==> config.mk <==
export PLATFORM = sky130hd
export DESIGN_NAME = mat_seq_ctrl
export DESIGN_NICKNAME = d
export VERILOG_FILES = /design/src/rtl/mat_pkg.sv /design/src/rtl/mat_seq_ctrl_wdog_cnt.sv /design/src/rtl/mat_seq_ctrl.sv
export SDC_FILE = /design/constraint.sdc
export NUM_CORES = 1
export LEC_CHECK = 0
export ABC_AREA = 0
export CAP_MARGIN = 20
export CELL_PAD_IN_SITES_DETAIL_PLACEMENT = 0
export CELL_PAD_IN_SITES_GLOBAL_PLACEMENT = 2
export CORE_MARGIN = 5
export CORE_UTILIZATION = 28
export CTS_CLUSTER_DIAMETER = 60
export DETAILED_ROUTE_END_ITERATION = 6
export PLACE_DENSITY_LB_ADDON = 0.25
export SLEW_MARGIN = 20
export SYNTH_ARGS = -nofsm -noshare
export SYNTH_HDL_FRONTEND = slang
export SYNTH_SLANG_ARGS = --single-unit
==> constraint.sdc <==
create_clock -name i_clk -period 2.05 [get_ports i_clk]
set_input_delay 0.205 -clock i_clk [delete_from_list [all_inputs] [get_ports i_clk]]
set_output_delay 0.205 -clock i_clk [all_outputs]
set_load 0.05 [all_outputs]
==> src/rtl/mat_pkg.sv <==
// Shared constants and state encoding for the matrix buffer sequencer.
package mat_pkg;

  localparam int N_ELEM  = 9;
  localparam int DATA_W  = 8;
  localparam int ADDR_W  = 4;
  localparam int TIMEOUT = 255;

  typedef enum logic [1:0] {
    FILL,
    START,
    WAIT
  } state_t;

endpackage

==> src/rtl/mat_seq_ctrl_wdog_cnt.sv <==
// Clearable up-counter with a terminal-count flag at TIMEOUT-1.
module wdog_cnt #(
  parameter int TIMEOUT = 255
) (
  input  logic i_clk,
  input  logic i_rst,
  input  logic i_clr,
  input  logic i_en,
  output logic o_tc
);

  localparam int W = (TIMEOUT > 1) ? $clog2(TIMEOUT) : 1;

  logic [W-1:0] wd_q;

  always_ff @(posedge i_clk or posedge i_rst) begin
    if (i_rst)
      wd_q <= '0;
    else if (i_clr)
      wd_q <= '0;
    else if (i_en)
      wd_q <= wd_q + W'(1);
  end

  assign o_tc = (wd_q == W'(TIMEOUT - 1));

endmodule

==> src/rtl/mat_seq_ctrl.sv <==
// Frame sequencer: loads N_ELEM bytes into the matrix buffer,
// pulses start, then holds off the stream until done or timeout.
module mat_seq_ctrl #(
  parameter int N_ELEM  = mat_pkg::N_ELEM,
  parameter int DATA_W  = mat_pkg::DATA_W,
  parameter int TIMEOUT = mat_pkg::TIMEOUT
) (
  input  logic                      i_clk,
  input  logic                      i_rst,
  input  logic                      i_valid,
  input  logic [DATA_W-1:0]         i_data,
  output logic                      o_ready,
  input  logic                      i_abort,
  output logic                      o_wr_en,
  output logic [mat_pkg::ADDR_W-1:0] o_wr_addr,
  output logic [DATA_W-1:0]         o_wr_data,
  output logic                      o_start,
  input  logic                      i_done,
  output logic                      o_busy,
  output logic                      o_err,
  output logic [7:0]                o_frame_cnt
);

  import mat_pkg::*;

  localparam logic [ADDR_W-1:0] LAST = ADDR_W'(N_ELEM - 1);

  state_t            state_q, state_d;
  logic [ADDR_W-1:0] cnt_q, cnt_d;
  logic              err_q;
  logic [7:0]        frame_q;
  logic              err_set;
  logic              frame_inc;
  logic              wd_tc;

  assign o_ready     = (state_q == FILL);
  assign o_wr_en     = i_valid & o_ready & ~i_abort;
  assign o_wr_addr   = cnt_q;
  assign o_wr_data   = i_data;
  assign o_start     = (state_q == START);
  assign o_busy      = (state_q == START) | (state_q == WAIT);
  assign o_err       = err_q;
  assign o_frame_cnt = frame_q;

  // Held clear outside WAIT so it starts from zero on entry.
  wdog_cnt #(
    .TIMEOUT(TIMEOUT)
  ) u_wdog (
    .i_clk(i_clk),
    .i_rst(i_rst),
    .i_clr(i_abort | (state_q != WAIT)),
    .i_en (state_q == WAIT),
    .o_tc (wd_tc)
  );

  always_comb begin
    state_d   = state_q;
    cnt_d     = cnt_q;
    err_set   = 1'b0;
    frame_inc = 1'b0;
    if (i_abort) begin
      state_d = FILL;
      cnt_d   = '0;
    end else begin
      unique case (state_q)
        FILL: begin
          if (o_wr_en) begin
            if (cnt_q == LAST) begin
              state_d = START;
              cnt_d   = '0;
            end else begin
              cnt_d = cnt_q + ADDR_W'(1);
            end
          end
        end
        START: state_d = WAIT;
        WAIT: begin
          if (i_done) begin
            state_d   = FILL;
            frame_inc = 1'b1;
          end else if (wd_tc) begin
            state_d = FILL;
            err_set = 1'b1;
          end
        end
        default: state_d = FILL;
      endcase
    end
  end

  always_ff @(posedge i_clk or posedge i_rst) begin
    if (i_rst) begin
      state_q <= FILL;
      cnt_q   <= '0;
      err_q   <= 1'b0;
      frame_q <= '0;
    end else begin
      state_q <= state_d;
      cnt_q   <= cnt_d;
      if (err_set)
        err_q <= 1'b1;
      if (frame_inc)
        frame_q <= frame_q + 8'd1;
    end
  end

endmodule

Word-level counts from Yosys, hierarchy flattened
Cells that the tools add are included. W data, S select, Z words.

Add/subtract/negate cells: 3. Multiply operators: 0. Div/mod/pow operators: 0. $lt $le $gt $ge: 0. Eq/ne operators: 8. Shifts and indexed selects: 0. Mux-type cells: 19. Bitwise operators: 5. Reductions and logical operators: 6.

Operators by type and width (count): $add A8 B1 Y8 const B (2); $mux W4 (4); $mux W8 (2); $mux W2 (5); $eq A8 B8 Y1 const B (1); $mux W1 (7); $ne A3 B1 Y1 const B (2); $pmux W2 S3 (1); $reduce_bool A2 Y1 (3); $add A4 B1 Y4 const B (1); $eq A4 B4 Y1 const B (1); $ne A4 B4 Y1 const B (1); $reduce_and A3 Y1 (1); $and A1 B1 Y1 (2); $eq A2 B1 Y1 const B (1); $eq A2 B2 Y1 const B (1); $logic_not A2 Y1 (1); $ne A2 B2 Y1 const B (1); $or A1 B1 Y1 (2); $reduce_and A2 Y1 (1); $not A1 Y1 (1).

Flip-flop bits (word level): 23. Latch bits: 0. RAM bits: 0. ROM bits: 0. Bits of input ports: 13. Output and inout bits: 25. Memories kept: 0.

Logic depth before layout (Yosys ltp)
Gate-level depths: netlist of run 1.

Depth after elaboration: 6. Gate-level depth with buffers: 7. Mapped depth without buffers: 6.

Modules after synthesis
A second synthesis of run 1 with hierarchy kept.

Cell total of the unflattened synthesis: 128. Area total of the unflattened synthesis: 1301.2 sq um.

By module, submodules not included: mat_seq_ctrl (instances 1, cells each 86, area an instance 894.6 sq um, seq. area each 375.4 sq um); wdog_cnt (instances 1, cells each 42, area an instance 406.6 sq um, seq. area each 200.2 sq um).

Worst setup path after synthesis of run 1
Ideal clock, no wire load.

Kind: reg-to-output. Start point: register state_q[0]. End point: output port o_wr_en. Data arrival time: 1.901 ns. Path slack: -0.056 ns. Cell stages (with the launch flop): 5. Buffers on the path: 0. Cells stage by stage: dfrtp_1 inv_1 ha_1 nand2_1 nor2_1.

Word-level cells in the longest chain between the ends: 3.

Ends and longest elaborated chain: start: declaration (RTL line mat_seq_ctrl.sv:28) `state_t state_q, state_d;`; start signal: assignment (RTL line mat_seq_ctrl.sv:98) `state_q <= state_d;`; $logic_not A2 Y1 (RTL line mat_seq_ctrl.sv:36) `assign o_ready = (state_q == FILL);`; via o_ready (RTL line mat_seq_ctrl.sv:12) `output logic o_ready,`; $and A1 B1 Y1 (2 in a row) (RTL line mat_seq_ctrl.sv:37) `assign o_wr_en = i_valid & o_ready & ~i_abort;`; end: declaration (RTL line mat_seq_ctrl.sv:14) `output logic o_wr_en,`.

The timed path passes the listed nets, and every way through them passes these cells.

Worst setup path in the final report of run 1
Start point: register state_q[1]. End point: output port o_start.

Word-level cells in the longest chain between the ends: 1.

Ends and longest elaborated chain: $eq A2 B1 Y1 (RTL line mat_seq_ctrl.sv:40) `assign o_start = (state_q == START);`; end: declaration (RTL line mat_seq_ctrl.sv:17) `output logic o_start,`.

No other way between the ends.

==> results.py, run 1 <==
metrics = {
    "placement": {
        "numPortBuffers": 21,
        "post-place-ws_ps": 351,
        "dp.cells": 186,
        "place_area_sq_um": 1470,
        "place.gp.congestion": 0.745,
        "post-dp-hpwl_um": 1830,
    },
    "grt": {
        "grt_max_degree": 24,
        "grtUsageMet3_pct": 2.93,
        "grt_busiest_layer": "met2",
        "antenna_found_initial": 0,
        "grt_pass1_vias": 911,
        "overflow": 0,
        "grt_first_pass_wirelength_um": 4310,
        "grtUsageTotal_pct": 9.01,
        "met2_usage_pct": 12.7,
        "met1_usage_pct": 12.4,
    },
    "die": {
        "start_util_pct": 28.9,
        "die_x_um": 77.1,
        "core_area_sq_um": 4350,
        "num_io_pins": 38,
        "dieArea_sq_um": 5940,
        "die_h_um": 77.1,
        "num_rows": 24,
    },
    "cells_and_area": {
        "finalInstanceArea_sq_um": 1520,
        "layout-drive-gt1-share_pct": 9.42,
        "final_cells": 190,
        "nets": 161,
        "fin_util_pct": 34.8,
        "syn_to_final_growth_pct": 20.3,
        "num_antenna_cells": 0,
    },
    "timing": {
        "setup_slack_ps": 106,
        "fin_crit_sh_pct": 94.8,
        "maxSlewViolCount": 0,
        "skew_ps": 6.94,
        "period_minus_slack_ps": 1940,
        "rsz0062_at_grt": "no",
        "tightest_slew_ps": 504,
        "setup_viol": 0,
        "slew_headroom_pct": 66.3,
        "finalHoldViolations": 0,
        "max_freq_mhz": 514,
        "fin_setup_tns_ps": 0,
    },
    "clocking": {
        "cts-root-buf": "clkbuf_8",
        "insertion_delay_ps": 260,
        "post_cts_buffers": 0,
        "h-tree-depth": 1,
        "clk_path_buf_depth": 2,
        "numCtsBuffers": 3,
        "tritoncts": "built",
        "clock_sinks": 23,
        "holdBufCountCts": 0,
        "ctsResizeCount": 0,
        "path_clk_slew_ps": 90,
    },
    "synthesis": {
        "synth.distinct_cells": 30,
        "synthTopCellsByCount": "dfrtp_1 (23), nor2_1 (11), ha_1 (9)",
        "yosysWarnings": 0,
        "synth.most_common_cell": "dfrtp_1",
        "synth_edf_count": 0,
        "synth.area.top_cells": "dfrtp_1 (46%), ha_1 (8.9%), buf_4 (4.8%), xor2_1 (4.2%), xnor2_1 (3.5%)",
        "synth_ff_type": "dfrtp_1",
        "seq_area_frac_synth_pct": 45.7,
        "synth_area_sq_um": 1260,
        "synth-seq-cells": 23,
        "async_flop_share_pct": 100,
        "synth_area_leader_cell": "dfrtp_1",
        "synth_top_area_share_pct": 45.7,
        "postSynthCellCount": 122,
        "synth_area_per_cell_sq_um": 10.3,
        "synth_nets": 144,
    },
    "power": {
        "p_seq_share_pct": 56.9,
        "power.density_nw_per_um2": 535,
        "clockPowerShare_pct": 35.1,
        "ir_worst_vdd_uv": 181,
        "netSwitchingFraction_pct": 23.5,
        "p_int_uw": 620,
        "p_leak_uw": 0.000677,
        "combPwrFrac_pct": 8.0,
        "p_sw_uw": 191,
    },
    "hold_path": {
        "min_path_type": "in2async",
    },
    "routing": {
        "drt-pass1-iter-count": 4,
        "drt_iter0_drc": 12,
        "routed_via_density": 4.66,
        "postRouteWirelength_um": 2440,
        "drc": 0,
        "wire_per_inst_um": 12.8,
        "dr_total_vias": 886,
        "ant_nets": 0,
    },
    "critical_path": {
        "worstPathArrival_ps": 1740,
        "cp-end-kind": "output pin",
        "critPathLaunch": "state_q[1]",
        "regToRegStartpoint": "state_q[0]",
        "crit_fanout": 3,
        "start_kind": "flip-flop",
        "required_ps": 1850,
        "worstSetupPathType": "reg2out",
    },
    "status": {
        "status": "completed",
    },
    "flow_run": {
        "maxCapViolCount": 0,
    },
}
placed cells by master (no fill, tap or decap):
master           count
mux2_2               1
a211oi_1             2
nor2_1              10
nor3b_1              1
nand4_1              3
nand2_1              6
inv_1                8
xor2_1               6
nand3_1              8
clkbuf_1             1
or3_1                3
buf_12               1
nand3_2              1
xnor2_1              5
nor4_4               1
nor3_1               1
clkdlybuf4s50_1     18
a21o_1               1
nand2b_1             2
and3_1               1
mux2i_1              1
a31oi_1              2
and3b_1              2
buf_4                4
o21ai_0              4
clkbuf_8             3
dfrtp_1             23
nand2b_4             1
a21oi_1              6
a32oi_1              1
o211ai_1             1
ha_1                 9
nor2_2               1
power by group through the flow:
stage               Combinational [uW]  Sequential, uW  Clock [uW]
CTS                               66.1             461         296
floorplan                         69.6             479           0
global route                      70.9             462         312
detailed placement                66.1             470           0
finish                            65.0             461         285
global placement                  65.5             470           0
path summary, 6_finish.rpt:
check,endpoint,slack (ps),depth (start not counted)
min in group i_clk,o_wr_data[2],410,0
max,o_start,110,3
max reg2reg,state_q[1],320,6
max in group asynchronous,u_wdog.wd_q[5],1510,3
min reg2reg,o_frame_cnt[7],470,1
min,o_frame_cnt[6],300,3
area by class of cell:
| cell class | instances | area (sq um) |
|---|---|---|
| clock buffers | 4 | 45.0 |
| repair buffers | 23 | 230 |
| well taps | 52 | 65.1 |
| inverters | 8 | 30.0 |
| flip-flops and latches | 23 | 576 |
| fillers | 431 | 2840 |
| multi-input cells | 80 | 569 |
worst max-delay path, cell delays in order, from the launching register on:
cell	delay (ps)
dfrtp_1	410
inv_1	110
ha_1	160
clkdlybuf4s50_1	800
routing by layer:
metal	vias up	share of wire, %
met4	0	1.3
met1	422	50
met3	6	6.0
li1	441	-
met2	17	43
met5	-	0
per-stage QoR:
step | hold WS [ps] | total power (uW)
finish | 297 | 810
CTS | 309 | 823
detailed placement | 410 | 536
floorplan | 207 | 549
global route | 325 | 845
global placement | 410 | 536
registers in the layout, summed over array words and instances (netlist names):
name         cells
o_frame_cnt      8
u_wdog.wd_q      8
o_wr_addr        4
state_q          2
o_err            1
logic make-up after synthesis:
| logic type | count (synthesis) | synth area share (%) |
|---|---|---|
| AND/OR/NAND/NOR | 41 | 18.7 |
| flip-flops | 23 | 45.7 |
| buffers and inverters | 19 | 9.33 |
| AO/OA/AOI/OAI | 17 | 8.04 |
| XOR/XNOR | 11 | 7.65 |
| adder cells (fa/ha/maj) | 9 | 8.94 |
| multiplexers | 2 | 1.69 |
Note: power is estimated with default switching activity, not from simulation.
==> run 2, diff against run 1 <==
--- a/config.mk
+++ b/config.mk
@@ -8,11 +8,12 @@
 export ABC_AREA = 0
 export CAP_MARGIN = 20
 export CELL_PAD_IN_SITES_DETAIL_PLACEMENT = 0
-export CELL_PAD_IN_SITES_GLOBAL_PLACEMENT = 2
+export CELL_PAD_IN_SITES_GLOBAL_PLACEMENT = 1
 export CORE_MARGIN = 5
-export CORE_UTILIZATION = 28
+export CORE_UTILIZATION = 30
 export CTS_CLUSTER_DIAMETER = 60
 export DETAILED_ROUTE_END_ITERATION = 6
+export MAX_ROUTING_LAYER = met4
 export PLACE_DENSITY_LB_ADDON = 0.25
 export SLEW_MARGIN = 20
 export SYNTH_ARGS = -nofsm -noshare
==> run 2 against run 1 <==
Routed wire length down 5.4%. Clock skew about the same. Sequential share of layout area about the same. Core utilization up 2.8 points. Combinational power down 3%. Critical path type unchanged. Largest power group unchanged.
==> results.py, run 2 (synthesized netlist as in run 1, its figures left out) <==
metrics = {
    "timing": {
        "fin_setup_tns_ps": 0,
        "slew_headroom_pct": 66.0,
        "fin_crit_sh_pct": 93.6,
        "rsz0062_at_grt": "no",
        "maxSlewViolCount": 0,
        "finalHoldViolations": 0,
        "max_freq_mhz": 521,
        "tightest_slew_ps": 509,
        "period_minus_slack_ps": 1920,
        "skew_ps": 6.99,
        "setup_viol": 0,
    },
    "grt": {
        "grt_first_pass_wirelength_um": 3970,
        "grt_pass1_vias": 854,
        "grtUsageTotal_pct": 9.58,
        "grt_max_degree": 17,
        "overflow": 0,
        "antenna_found_initial": 0,
    },
    "routing": {
        "dr_total_vias": 857,
        "ant_nets": 0,
        "wire_per_inst_um": 12.3,
        "drt_iter0_drc": 19,
        "drt-pass1-iter-count": 2,
        "routed_via_density": 4.56,
        "postRouteWirelength_um": 2310,
        "drc": 0,
    },
    "clocking": {
        "tritoncts": "built",
        "clk_path_buf_depth": 2,
        "insertion_delay_ps": 260,
        "numCtsBuffers": 3,
        "cts-root-buf": "clkbuf_8",
        "path_clk_slew_ps": 80,
        "h-tree-depth": 1,
        "clock_sinks": 23,
        "post_cts_buffers": 0,
        "ctsResizeCount": 0,
        "holdBufCountCts": 0,
    },
    "placement": {
        "post-dp-hpwl_um": 1790,
        "numPortBuffers": 21,
        "place.gp.congestion": 0.737,
    },
    "critical_path": {
        "cpLargestDelayFamily": "buffers and inverters",
        "crit_path_max_incr_delay_ps": 800,
        "worstPathArrival_ps": 1710,
        "required_ps": 1850,
        "path_buf_inv": 2,
        "worstSetupPathType": "reg2out",
        "crit_fanout": 3,
        "cp-end-kind": "output pin",
        "slowest_stage": "clkdlybuf4s50_1",
        "worstPathCellList": "inv_1 > ha_1 > clkdlybuf4s50_1",
        "start_kind": "flip-flop",
    },
    "die": {
        "dieArea_sq_um": 5600,
        "num_rows": 23,
        "num_io_pins": 38,
        "die_x_um": 74.8,
        "core_area_sq_um": 4030,
        "die_h_um": 74.8,
        "start_util_pct": 31.3,
    },
    "status": {
        "status": "completed",
    },
    "hold_path": {
        "min_path_type": "in2async",
    },
    "flow_run": {
        "maxCapViolCount": 0,
    },
    "power": {
        "power.density_nw_per_um2": 526,
        "p_leak_uw": 0.000679,
        "total_power_uw": 796,
        "ir_worst_vdd_uv": 253,
    },
    "cells_and_area": {
        "layout_commonest_cell": "dfrtp_1",
        "syn_to_final_growth_pct": 20.2,
        "layout-drive-gt1-share_pct": 10.1,
        "most-common-layout-cells": "dfrtp_1 (23), clkdlybuf4s50_1 (18), nor2_1 (10)",
        "fill_cells": 429,
        "num_antenna_cells": 0,
        "nets": 161,
    },
}
run 2: metrics by stage:
step	instance area (sq um)	utilization (%)	setup WS, ps	instances	hold slack, ps
after floorplan	1260	-	157	122	207
after global placement	1470	36.4	416	184	410
after detailed placement	1470	36.4	352	184	410
after CTS	1510	37.6	111	188	172
after global routing	1510	37.6	60.5	188	197
final	1510	37.6	132	188	164
run 2: area by class of cell:
class                   count  area, sq um  area share, %
well taps                  50         62.6           4.13
multi-input cells          80          569           37.6
clock inverters             1         5.00          0.331
flip-flops and latches     23          576           38.0
inverters                   8         30.0           1.98
clock buffers               3         41.3           2.73
repair buffers             23          230           15.2
run 2: worst paths after layout:
check	start	endpoint	slack (ps)	cells after the start
setup / recovery	state_q[1]	o_start	130	3
hold / removal	i_rst	o_frame_cnt[5]	160	2
setup reg to reg	state_q[0]	state_q[1]	350	6
hold reg to reg	o_frame_cnt[7]	o_frame_cnt[7]	480	1
max in group asynchronous	i_rst	state_q[0]	1370	3
min in group i_clk	i_data[3]	o_wr_data[3]	410	0
run 2: per-layer routing:
metal	wire length, um	up-vias	track usage (%)
met2	1100	11	15.1
met3	101	2	3.34
met5	0	-	-
met4	20	0	2.37
met1	1090	406	11.8
li1	-	438	-
run 2: power breakdown:
group | total (uW) | switching [uW] | internal [uW]
registers | 461 | 4.96 | 456
logic | 63.3 | 38.3 | 25.1
clock network | 272 | 137 | 135
total | 796 | 180 | 616
==> run 3, diff against run 2 <==
--- a/config.mk
+++ b/config.mk
@@ -6,11 +6,11 @@
 export NUM_CORES = 1
 export LEC_CHECK = 0
 export ABC_AREA = 0
-export CAP_MARGIN = 20
 export CELL_PAD_IN_SITES_DETAIL_PLACEMENT = 0
 export CELL_PAD_IN_SITES_GLOBAL_PLACEMENT = 1
 export CORE_MARGIN = 5
 export CORE_UTILIZATION = 30
+export CTS_BUF_LIST = sky130_fd_sc_hd__clkbuf_4
 export CTS_CLUSTER_DIAMETER = 60
 export DETAILED_ROUTE_END_ITERATION = 6
 export MAX_ROUTING_LAYER = met4
==> run 3 against run 2 <==
Die area unchanged. Global-route usage rose by 0.057 points. Clock skew decreased by 1.7 ps. Clock-buffer cell count unchanged. Via count up 1.4%. Combinational power is essentially flat. Worst hold slack worse by 62 ps. Clock power shrank 24%. Non-clock buffer count did not move. Sequential share of layout area rose by 0.41 points. Cell count did not move. Register-to-register slack is essentially flat. Critical endpoint is now o_wr_addr[0]. Largest power group unchanged. Highest routed layer unchanged.
==> results.py, run 3 (synthesized netlist as in run 1, its figures left out) <==
metrics = {
    "die": {
        "die_x_um": 74.8,
        "core_area_sq_um": 4030,
        "start_util_pct": 31.3,
        "num_rows": 23,
        "num_io_pins": 38,
        "dieArea_sq_um": 5600,
        "die_h_um": 74.8,
    },
    "critical_path": {
        "crit_path_max_incr_delay_ps": 850,
        "crit_fanout": 7,
        "cpLargestDelayFamily": "buffers and inverters",
        "start_kind": "flip-flop",
        "worstPathArrival_ps": 1630,
        "worstSetupPathType": "reg2out",
        "worstPathCellList": "clkdlybuf4s50_1",
        "path_buf_inv": 1,
        "required_ps": 1850,
        "slowest_stage": "clkdlybuf4s50_1",
        "cp-end-kind": "output pin",
    },
    "cells_and_area": {
        "syn_to_final_growth_pct": 18.9,
        "fill_cells": 430,
        "num_antenna_cells": 0,
        "layout-drive-gt1-share_pct": 10.1,
        "most-common-layout-cells": "dfrtp_1 (23), clkdlybuf4s50_1 (17), nor2_1 (10)",
        "nets": 161,
        "finalInstanceArea_sq_um": 1500,
        "layout_commonest_cell": "dfrtp_1",
    },
    "placement": {
        "numPortBuffers": 21,
        "place_area_sq_um": 1470,
        "post-dp-hpwl_um": 1790,
        "place.gp.congestion": 0.737,
    },
    "grt": {
        "grt_first_pass_wirelength_um": 4000,
        "grtUsageTotal_pct": 9.64,
        "grt_max_degree": 17,
        "grt_pass1_vias": 863,
        "overflow": 0,
        "antenna_found_initial": 0,
    },
    "power": {
        "total_power_uw": 732,
        "ir_worst_vdd_uv": 334,
        "power.density_nw_per_um2": 489,
        "p_leak_uw": 0.000690,
    },
    "routing": {
        "drt_iter0_drc": 54,
        "routed_via_density": 4.62,
        "wire_per_inst_um": 12.3,
        "dr_total_vias": 869,
        "ant_nets": 0,
        "postRouteWirelength_um": 2320,
        "drt-pass1-iter-count": 4,
        "drc": 0,
    },
    "clocking": {
        "h-tree-depth": 1,
        "holdBufCountCts": 0,
        "clock_sinks": 23,
        "clk_path_buf_depth": 2,
        "post_cts_buffers": 0,
        "insertion_delay_ps": 310,
        "cts-root-buf": "clkbuf_4",
        "numCtsBuffers": 3,
        "path_clk_slew_ps": 130,
        "tritoncts": "built",
    },
    "timing": {
        "finalHoldViolations": 0,
        "slew_headroom_pct": 65.9,
        "maxSlewViolCount": 0,
        "whs_ps": 102,
        "rsz0062_at_grt": "no",
        "max_freq_mhz": 545,
        "tightest_slew_ps": 509,
        "setup_viol": 0,
        "fin_setup_tns_ps": 0,
        "period_minus_slack_ps": 1830,
        "fin_crit_sh_pct": 89.5,
        "skew_ps": 5.34,
    },
    "flow_run": {
        "maxCapViolCount": 0,
    },
    "status": {
        "status": "completed",
    },
    "hold_path": {
        "min_path_type": "in2async",
    },
}
-- run 3: cell count changes in the layout (fill, tap and decap cells not counted) --
cell             delta
clkdlybuf4s50_1     -1
dlymetal6s2s_1      +1
clkbuf_8            -3
clkbuf_4            +3
-- run 3: timing repair --
item / 4_1_cts / 5_1_grt
gates resized for setup: 0 / 1
hold endpoints to repair: 0 / 0
setup endpoints to repair: 0 / 1
-- run 3: worst paths after layout --
path	end	slack, ps	cells past startpoint	startpoint
max in group asynchronous	u_wdog.wd_q[6]	1440	3	i_rst
min in group i_clk	o_wr_data[3]	410	0	i_data[3]
max reg2reg	state_q[1]	340	6	state_q[0]
min	o_frame_cnt[5]	100	2	i_rst
min reg2reg	o_frame_cnt[7]	480	1	o_frame_cnt[7]
max	o_wr_addr[0]	220	1	o_wr_addr[0]
-- run 3: cell type report --
| class | instances | area (sq um) | share of cell area (%) |
|---|---|---|---|
| flip-flops and latches | 23 | 576 | 38.4 |
| multi-input cells | 80 | 569 | 38.0 |
| repair buffers | 23 | 233 | 15.5 |
| well taps | 50 | 62.6 | 4.18 |
| inverters | 8 | 30.0 | 2.01 |
| clock buffers | 3 | 22.5 | 1.50 |
| clock inverters | 1 | 5.00 | 0.334 |
-- run 3: per-layer routing --
| layer | routed length (um) | GRT usage [%] | share of wire [%] | vias up |
|---|---|---|---|---|
| met5 | 0 | - | 0 | - |
| met4 | 14 | 2.37 | 0.60 | 0 |
| met3 | 106 | 3.34 | 4.6 | 2 |
| met2 | 1150 | 15.2 | 49 | 14 |
| met1 | 1050 | 11.8 | 45 | 416 |
| li1 | - | - | - | 437 |
-- run 3: through the flow --
| step | std cells | worst slack, ps | util [%] |
|---|---|---|---|
| after floorplan | 122 | 157 | - |
| after global placement | 184 | 416 | 36.4 |
| after detailed placement | 184 | 352 | 36.4 |
| after CTS | 188 | 35.6 | 37.1 |
| after global routing | 188 | 110 | 37.2 |
| final | 188 | 215 | 37.2 |
-- run 3: where the power goes --
group	leakage [uW]	internal [uW]	switching [uW]	total [uW]
Clock	0.0000177	72.9	134	207
Sequential	0.000320	456	4.93	461
Combinational	0.000353	25.0	38.5	63.5
Total	0.000690	554	177	732
